## config.mk

```make
export PLATFORM = sky130hd
export DESIGN_NAME = rhs_chip_emulator_flat
export DESIGN_NICKNAME = d
export VERILOG_FILES = /design/src/rtl/rhs_chip_emulator_if.sv /design/src/rtl/rhs_chip_emulator.sv /design/src/flat_wrapper.sv
export SDC_FILE = /design/constraint.sdc
export NUM_CORES = 2
export LEC_CHECK = 0
export ABC_AREA = 1
export CELL_PAD_IN_SITES_DETAIL_PLACEMENT = 0
export CELL_PAD_IN_SITES_GLOBAL_PLACEMENT = 1
export CORE_MARGIN = 5
export CORE_UTILIZATION = 36
export CTS_BUF_LIST = sky130_fd_sc_hd__clkbuf_2
export DETAILED_ROUTE_END_ITERATION = 6
export PLACE_DENSITY = 0.74
export SYNTH_ARGS = -nofsm -noshare
export SYNTH_HDL_FRONTEND = slang
export SYNTH_SLANG_ARGS = --single-unit
```

## constraint.sdc

```tcl
create_clock -name clk -period 29.7 [get_ports clk]
set_input_delay 4.455 -clock clk [delete_from_list [all_inputs] [get_ports clk]]
set_output_delay 4.455 -clock clk [all_outputs]
set_load 0.02 [all_outputs]
```

## src/rtl/rhs_chip_emulator_if.sv

```systemverilog
// SPI pins and command/status outputs of the RHS chip emulator, grouped as one bundle.
// Optional MISO_oe output exists only when RHS_EMU_TRISTATE_EN is defined.
interface rhs_chip_emulator_if;
    logic        SCLK;
    logic        CS;
    logic        MOSI;
    logic        MISO;
`ifdef RHS_EMU_TRISTATE_EN
    logic        MISO_oe;
`endif
    logic        cmd_valid;
    logic [31:0] cmd_word;
    logic [15:0] frame_count;

    modport master (
        output SCLK, CS, MOSI,
        input  MISO,
`ifdef RHS_EMU_TRISTATE_EN
        input  MISO_oe,
`endif
        input  cmd_valid, cmd_word, frame_count
    );

    modport slave (
        input  SCLK, CS, MOSI,
        output MISO,
`ifdef RHS_EMU_TRISTATE_EN
        output MISO_oe,
`endif
        output cmd_valid, cmd_word, frame_count
    );
endinterface

```

## src/rtl/rhs_chip_emulator.sv

```systemverilog
// SPI slave emulating an RHS-style acquisition chip: 32-bit commands, 2-deep response pipe.
// Define RHS_EMU_TRISTATE_EN to expose MISO_oe instead of forcing MISO low while CS is high.
module rhs_chip_emulator #(
    parameter int unsigned STARTING_SEED = 0,
    parameter int unsigned NUM_REGS      = 32
) (
    input logic               clk,
    input logic               rst,
    rhs_chip_emulator_if.slave bus
);
    localparam logic [7:0] Seed8 = 8'(STARTING_SEED);

    logic sclk_s1_q, sclk_s2_q, sclk_d1_q;
    logic cs_s1_q, cs_s2_q, cs_d1_q;
    logic mosi_s1_q, mosi_s2_q;

    always_ff @(posedge clk or posedge rst) begin
        if (rst) begin
            sclk_s1_q <= 1'b0; sclk_s2_q <= 1'b0; sclk_d1_q <= 1'b0;
            cs_s1_q   <= 1'b1; cs_s2_q   <= 1'b1; cs_d1_q   <= 1'b1;
            mosi_s1_q <= 1'b0; mosi_s2_q <= 1'b0;
        end else begin
            sclk_s1_q <= bus.SCLK; sclk_s2_q <= sclk_s1_q; sclk_d1_q <= sclk_s2_q;
            cs_s1_q   <= bus.CS;   cs_s2_q   <= cs_s1_q;   cs_d1_q   <= cs_s2_q;
            mosi_s1_q <= bus.MOSI; mosi_s2_q <= mosi_s1_q;
        end
    end

    logic cs_low, sclk_rise, sclk_fall, cs_fall, cs_rise;
    assign cs_low    = ~cs_s2_q;
    assign sclk_rise = sclk_s2_q & ~sclk_d1_q;
    assign sclk_fall = ~sclk_s2_q & sclk_d1_q;
    assign cs_fall   = ~cs_s2_q & cs_d1_q;
    assign cs_rise   = cs_s2_q & ~cs_d1_q;

    logic [31:0] shift_q, out_sr_q, pipe0_q, pipe1_q, cmd_word_q;
    logic [5:0]  bit_cnt_q;
    logic        cmd_valid_q;
    logic [15:0] frame_q;
    logic [15:0] regs_q [NUM_REGS];

    logic        accept, is_clear, wr_en, fc_inc;
    logic [3:0]  chan;
    logic [7:0]  addr;
    logic [15:0] rd_val;
    logic [31:0] resp;

    assign accept   = cs_rise && (bit_cnt_q == 6'd32);
    assign is_clear = (shift_q == 32'h6A00_0000);
    assign chan     = shift_q[19:16];
    assign addr     = shift_q[23:16];
    assign wr_en    = accept && (shift_q[31:30] == 2'b10);
    assign fc_inc   = accept && !shift_q[31] && !is_clear && (chan == 4'hF);

    always_comb begin
        rd_val = 16'h0000;
        case (addr)
            8'd251:  rd_val = 16'h0049;
            8'd252:  rd_val = 16'h004E;
            8'd253:  rd_val = 16'h0054;
            8'd254:  rd_val = 16'h0041;
            8'd255:  rd_val = 16'h0020;
            default: rd_val = 16'h0000;
        endcase
        for (int i = 0; i < int'(NUM_REGS); i++) begin
            if (addr == 8'(i)) rd_val = regs_q[i];
        end
    end

    always_comb begin
        resp = 32'h0;
        unique case (shift_q[31:30])
            2'b00, 2'b01: resp = is_clear ? 32'h0
                                          : {6'b0, 10'h200, Seed8 + {4'b0, chan}, frame_q[7:0]};
            2'b10:        resp = {16'hFFFF, shift_q[15:0]};
            2'b11:        resp = {16'h0000, rd_val};
            default:      resp = 32'h0;
        endcase
    end

    always_ff @(posedge clk or posedge rst) begin
        if (rst) begin
            shift_q     <= 32'h0;
            out_sr_q    <= 32'h0;
            bit_cnt_q   <= 6'd0;
            pipe0_q     <= 32'h0;
            pipe1_q     <= 32'h0;
            cmd_word_q  <= 32'h0;
            cmd_valid_q <= 1'b0;
            frame_q     <= 16'h0;
        end else begin
            cmd_valid_q <= 1'b0;
            if (cs_fall) begin
                bit_cnt_q <= 6'd0;
                out_sr_q  <= pipe1_q;
            end else if (cs_low && sclk_rise) begin
                shift_q <= {shift_q[30:0], mosi_s2_q};
                if (bit_cnt_q != 6'h3F) bit_cnt_q <= bit_cnt_q + 6'd1;
            end else if (cs_low && sclk_fall) begin
                out_sr_q <= {out_sr_q[30:0], 1'b0};
            end
            // Partial words never reach here, so the pipe only moves on complete commands.
            if (accept) begin
                cmd_valid_q <= 1'b1;
                cmd_word_q  <= shift_q;
                pipe0_q     <= resp;
                pipe1_q     <= pipe0_q;
                if (fc_inc) frame_q <= frame_q + 16'd1;
            end
        end
    end

    always_ff @(posedge clk or posedge rst) begin
        if (rst) begin
            for (int i = 0; i < int'(NUM_REGS); i++) regs_q[i] <= 16'h0;
        end else begin
            for (int i = 0; i < int'(NUM_REGS); i++) begin
                if (wr_en && (addr == 8'(i))) regs_q[i] <= shift_q[15:0];
            end
        end
    end

    assign bus.cmd_valid   = cmd_valid_q;
    assign bus.cmd_word    = cmd_word_q;
    assign bus.frame_count = frame_q;
`ifdef RHS_EMU_TRISTATE_EN
    assign bus.MISO    = out_sr_q[31];
    assign bus.MISO_oe = cs_low;
`else
    assign bus.MISO    = out_sr_q[31] & cs_low;
`endif
endmodule

```

## src/flat_wrapper.sv

```systemverilog
// flat-port wrapper written by rule: the top's interface ports become plain ports
module rhs_chip_emulator_flat 
#(
    parameter int unsigned STARTING_SEED = 0,
    parameter int unsigned NUM_REGS      = 32
)
  (clk, rst, bus_SCLK, bus_CS, bus_MOSI, bus_MISO, bus_cmd_valid, bus_cmd_word, bus_frame_count);
  rhs_chip_emulator_if bus_i ();
  input logic clk;
  input logic rst;
  input wire logic [$bits(bus_i.SCLK)-1:0] bus_SCLK;
  input wire logic [$bits(bus_i.CS)-1:0] bus_CS;
  input wire logic [$bits(bus_i.MOSI)-1:0] bus_MOSI;
  output wire logic [$bits(bus_i.MISO)-1:0] bus_MISO;
  output wire logic [$bits(bus_i.cmd_valid)-1:0] bus_cmd_valid;
  output wire logic [$bits(bus_i.cmd_word)-1:0] bus_cmd_word;
  output wire logic [$bits(bus_i.frame_count)-1:0] bus_frame_count;
  assign bus_i.SCLK = bus_SCLK;
  assign bus_i.CS = bus_CS;
  assign bus_i.MOSI = bus_MOSI;
  assign bus_MISO = bus_i.MISO;
  assign bus_cmd_valid = bus_i.cmd_valid;
  assign bus_cmd_word = bus_i.cmd_word;
  assign bus_frame_count = bus_i.frame_count;
  rhs_chip_emulator #(.STARTING_SEED(STARTING_SEED), .NUM_REGS(NUM_REGS)) u_core (.clk(clk), .rst(rst), .bus(bus_i));
endmodule
```

# [Yosys cells after proc, flatten, opt, wreduce, memory -nomap -nowiden]
# Cells that the tools add are included.
[classes] n_addsub=2 n_eq_ne=44 mux=42 n_bitwise=10 n_reduce_logical=51
[ops] cell="$mux W16" count=32
[ops] cell="$eq A8 B5 Y1 const B" count=16
[ops] cell="$mux W32" count=3
[ops] cell="$pmux W32 S3" count=1
[ops] cell="$eq A8 B4 Y1 const B" count=8
[ops] cell="$eq A8 B8 Y1 const B" count=5
[ops] cell="$logic_and A1 B1 Y1" count=39
[ops] cell="$pmux W7 S5" count=1
[ops] cell="$eq A32 B31 Y1 const B" count=1
[ops] cell="$eq A8 B3 Y1 const B" count=4
[ops] cell="$mux W26" count=1
[ops] cell="$mux W6" count=3
[ops] cell="$add A16 B1 Y16 const B" count=1
[ops] cell="$eq A8 B2 Y1 const B" count=2
[ops] cell="$eq A8 B1 Y1 const B" count=1
[ops] cell="$logic_not A8 Y1" count=1
[ops] cell="$reduce_and A2 Y1" count=4
[ops] cell="$add A6 B1 Y6 const B" count=1
[ops] cell="$eq A6 B6 Y1 const B" count=1
[ops] cell="$ne A6 B6 Y1 const B" count=1
[ops] cell="$reduce_bool A2 Y1" count=3
[ops] cell="$and A1 B1 Y1" count=5
[ops] cell="$not A1 Y1" count=5
[ops] cell="$eq A2 B2 Y1 const B" count=2
[ops] cell="7 further kinds" count=8
[word_totals] register_bits=703 out_inout_bits=50 word_cells=197

# [Depth between registers and ports, before layout]
[logic_depth] word_depth=35 mapped_depth=28

# [Worst setup path after synthesis]
# Ideal clock, no wire load.
[synth_timing] kind="register -> output" startpoint="register u_core.cs_s2_q" endpoint="output port bus_MISO" t_arrival_ns=0.670 t_required_ns=25.245 setup_slack_ns=24.575 stages_incl_launch_ff=2 cell_sequence="dfstp_2 > nor2_1"
[synth_between] elab_chain_len=2
[synth_lines] element="from (decl)" line_no="rhs_chip_emulator.sv:14" rtl="logic cs_s1_q, cs_s2_q, cs_d1_q;"
[synth_lines] element="from (signal assigned)" line_no="rhs_chip_emulator.sv:24" rtl="cs_s1_q <= bus.CS; cs_s2_q <= cs_s1_q; cs_d1_q <= cs_s2_q;"
[synth_lines] element="$not A1 Y1" line_no="rhs_chip_emulator.sv:30" rtl="assign cs_low = ~cs_s2_q;"
[synth_lines] element="$and A1 B1 Y1" line_no="rhs_chip_emulator.sv:130" rtl="assign bus.MISO = out_sr_q[31] & cs_low;"
[synth_lines] element="to (decl)" line_no="flat_wrapper.sv:14" rtl="output wire logic [$bits(bus_i.MISO)-1:0] bus_MISO;"
# No other way between the ends.

# [Worst setup path after layout]
# Same ends and word-level chain as after synthesis.

==> impl_metrics.tcl <==
set metrics [dict create \
    min_period_ns 6.98 \
    worst_pin_slew_ns 1.12 \
    wl_um 76900 \
    slew_headroom_pct 25.0 \
    path_cells "nor2_1 > clkdlybuf4s50_1" \
    postCtsHoldBufs 0 \
    rows 104 \
    cts_sinks 675 \
    syn2layout_area_growth_pct 10.4 \
    layout_common_cells "nand2_1, dfrtp_1, o21ai_0, clkbuf_2, inv_1" \
    ys_async_sr_fraction_pct 100 \
    cts_htree_levels 4 \
    yosysSeqAreaShare_pct 58.0 \
    required_ns 25.24 \
    dr.pass1.iters 5 \
    synth_cells 3466 \
    powerDensity_nw_per_um2 51.2 \
    worstSetupEndpointType "output pin" \
    grt-busiest-layer "met1" \
    fin_ws_ns 22.72 \
    yosys_most_used_dff "dfrtp_1" \
    crit_slowest_cell "dfstp_2" \
    timing.final.crit_share_pct 23.5 \
    syn_avg_cell_area_sq_um 8.41 \
    fp.coreArea_sq_um 80400 \
    skew_ns 0.125 \
    first_global_vias 22200 \
    antenna_found_initial 2 \
    start_util_pct 36.2 \
    die_h_um 295 \
    path_class "flip-flop to output pin" \
    ir_worst_vdd_uv 32.3 \
    max_freq_mhz 143 \
    path_clk_slew_ns 0.09 \
    fin_hold_ws_ns 0.357 \
    synth-seq-cells 675 \
    track_usage_pct 17.8 \
    clock_latency_ns 1.36 \
    die_x_um 295 \
    setup_viol 0 \
    pre_cts_ws_ns 21.28 \
    routedWlPerCell_um 16.3 \
    io_pins 55 \
    gr-usage-met1_pct 26.5 \
    hpwl_um 46800 \
    grt_max_degree 176 \
    finalSetupTns_ns 0 \
    drive_gt1_share_pct 10.8 \
    drc 0 \
    clockBufferDepth 3 \
    synth_enable_flop_cells 0 \
    fin_util_pct 40.0 \
    critPathMaxStageDelay_ns 0.59 \
    ys_types 43 \
    min_path_type "flip-flop to flip-flop" \
    yosysWarnings 0 \
    met2_usage_pct 26.3 \
    dieArea_sq_um 86800 \
    path_delay_family "flip-flops" \
    gp_congestion 0.757 \
    hold_viol 0 \
    startpoint_type "flip-flop" \
    drt_iter0_markers 1755 \
    placed_area_sq_um 30600 \
    grtUsageMet3_pct 3.46 \
    vias 23000 \
    n_fill_cell 8317 \
    cp_max_fo 6 \
    rsz0062_at_grt "false" \
    syn_nets 3474 \
    cts_root_buffer "clkbuf_2" \
    cts_buffers 178 \
    port_buffers 54 \
    cts_tree "built" \
    grt-ovfl-total 0 \
    slew_viol_final 0 \
    path_buf_inv 1 \
    drt-vias-per-instance 4.88 \
    arrival_ns 2.53 \
    finalInstanceArea_sq_um 32200 \
    cts_setup_buffers 0 \
    cts_resized 0 \
    drv_cap 0 \
    layout_commonest_cell "nand2_1" \
    status "finished clean" \
    p_leak_nw 14.7 \
    nNetsFinal 3541 \
    grt_pass1_wl_um 125000 \
    antenna_left 0 \
    syn-cell-area_sq_um 29200 \
]
cell usage after synthesis, drive strengths merged (13+ instances only):
library cell  count  area, sq um
a21oi            64          320
nand2          1162         4380
or2              34          213
nand4            98          613
o211ai           13         97.6
nand3            58          295
a221oi           17          149
o21ai           616         3090
dfrtp           672        16800
clkbuf          203          762
inv             224          846
buf              14          100
nor2            229          935
path summary, 6_finish.rpt:
check                                   start                 end  slack [ns]  cells past startpoint
max in group asynchronous                 rst  u_core.regs_q[239]       22.93                      5
setup / recovery               u_core.cs_s2_q            bus_MISO       22.72                      2
hold / removal               u_core.sclk_s1_q    u_core.sclk_s2_q        0.36                      0
min in group asynchronous                 rst  u_core.regs_q[505]        3.60                      2
hold reg to reg              u_core.sclk_s1_q    u_core.sclk_s2_q        0.36                      0
setup reg to reg           u_core.shift_q[22]   u_core.pipe0_q[8]       25.64                     15
sequential cells by signal, summed over array words and instances (netlist names):
name	flops
u_core.bus.frame_count	16
u_core.bit_cnt_q	6
u_core.regs_q	512
u_core.bus.cmd_valid	1
u_core.cs_d1_q	1
u_core.sclk_s1_q	1
u_core.mosi_s1_q	1
u_core.sclk_s2_q	1
u_core.bus.cmd_word	32
u_core.out_sr_q	32
u_core.cs_s1_q	1
u_core.shift_q	32
u_core.mosi_s2_q	1
u_core.cs_s2_q	1
u_core.pipe1_q	18
u_core.pipe0_q	18
u_core.sclk_d1_q	1
final cells by class:
class	instances	area, sq um	share of cell area (%)
repair buffers	104	928	2.89
clock buffers	269	1350	4.18
flip-flops and latches	675	16900	52.5
clock inverters	31	250	0.778
well taps	1060	1330	4.12
inverters	227	865	2.69
diodes	5	12.5	0.0389
multi-input cells	2347	10600	32.8
metrics by stage:
step	std cells	total power, W
global route	4718	0.00173
CTS	4713	0.00168
finish	4718	0.00165
detailed placement	4413	0.00101
floorplan	3466	0.000986
global placement	4413	0.00101
routing by layer:
metal,up-vias,share of wire [%]
li1,11400,-
met1,11000,50
met2,490,43
met3,131,4.7
met4,0,2.4
met5,-,0
power breakdown:
group / switching [W] / internal (W) / total, W
Combinational: 0.0000560 / 0.00000938 / 0.0000654
Clock: 0.000380 / 0.000273 / 0.000653
Sequential: 0.00000355 / 0.000926 / 0.000929
cell families (layout without fill, tap and decap cells):
logic type      after synthesis  in the layout  share of synthesized area (%)
buf+inv                     444            631                           5.90
simple gates               1607           1607                           22.6
flops                       675            675                           58.0
compound gates              723            723                           13.0
fa+ha+maj                     3              3                          0.129
xor+xnor                     14             14                          0.421
other cells                   0              5                              0
worst register-to-register path: cells and delay by family, from the launching register on:
family	cells	cell delay [ns]
flip-flops	1	0.44
AO/OA/AOI/OAI	1	0.05
buffers and inverters	2	0.84
AND/OR/NAND/NOR	12	2.61
No activity file was read; power rests on OpenSTA's default activity.
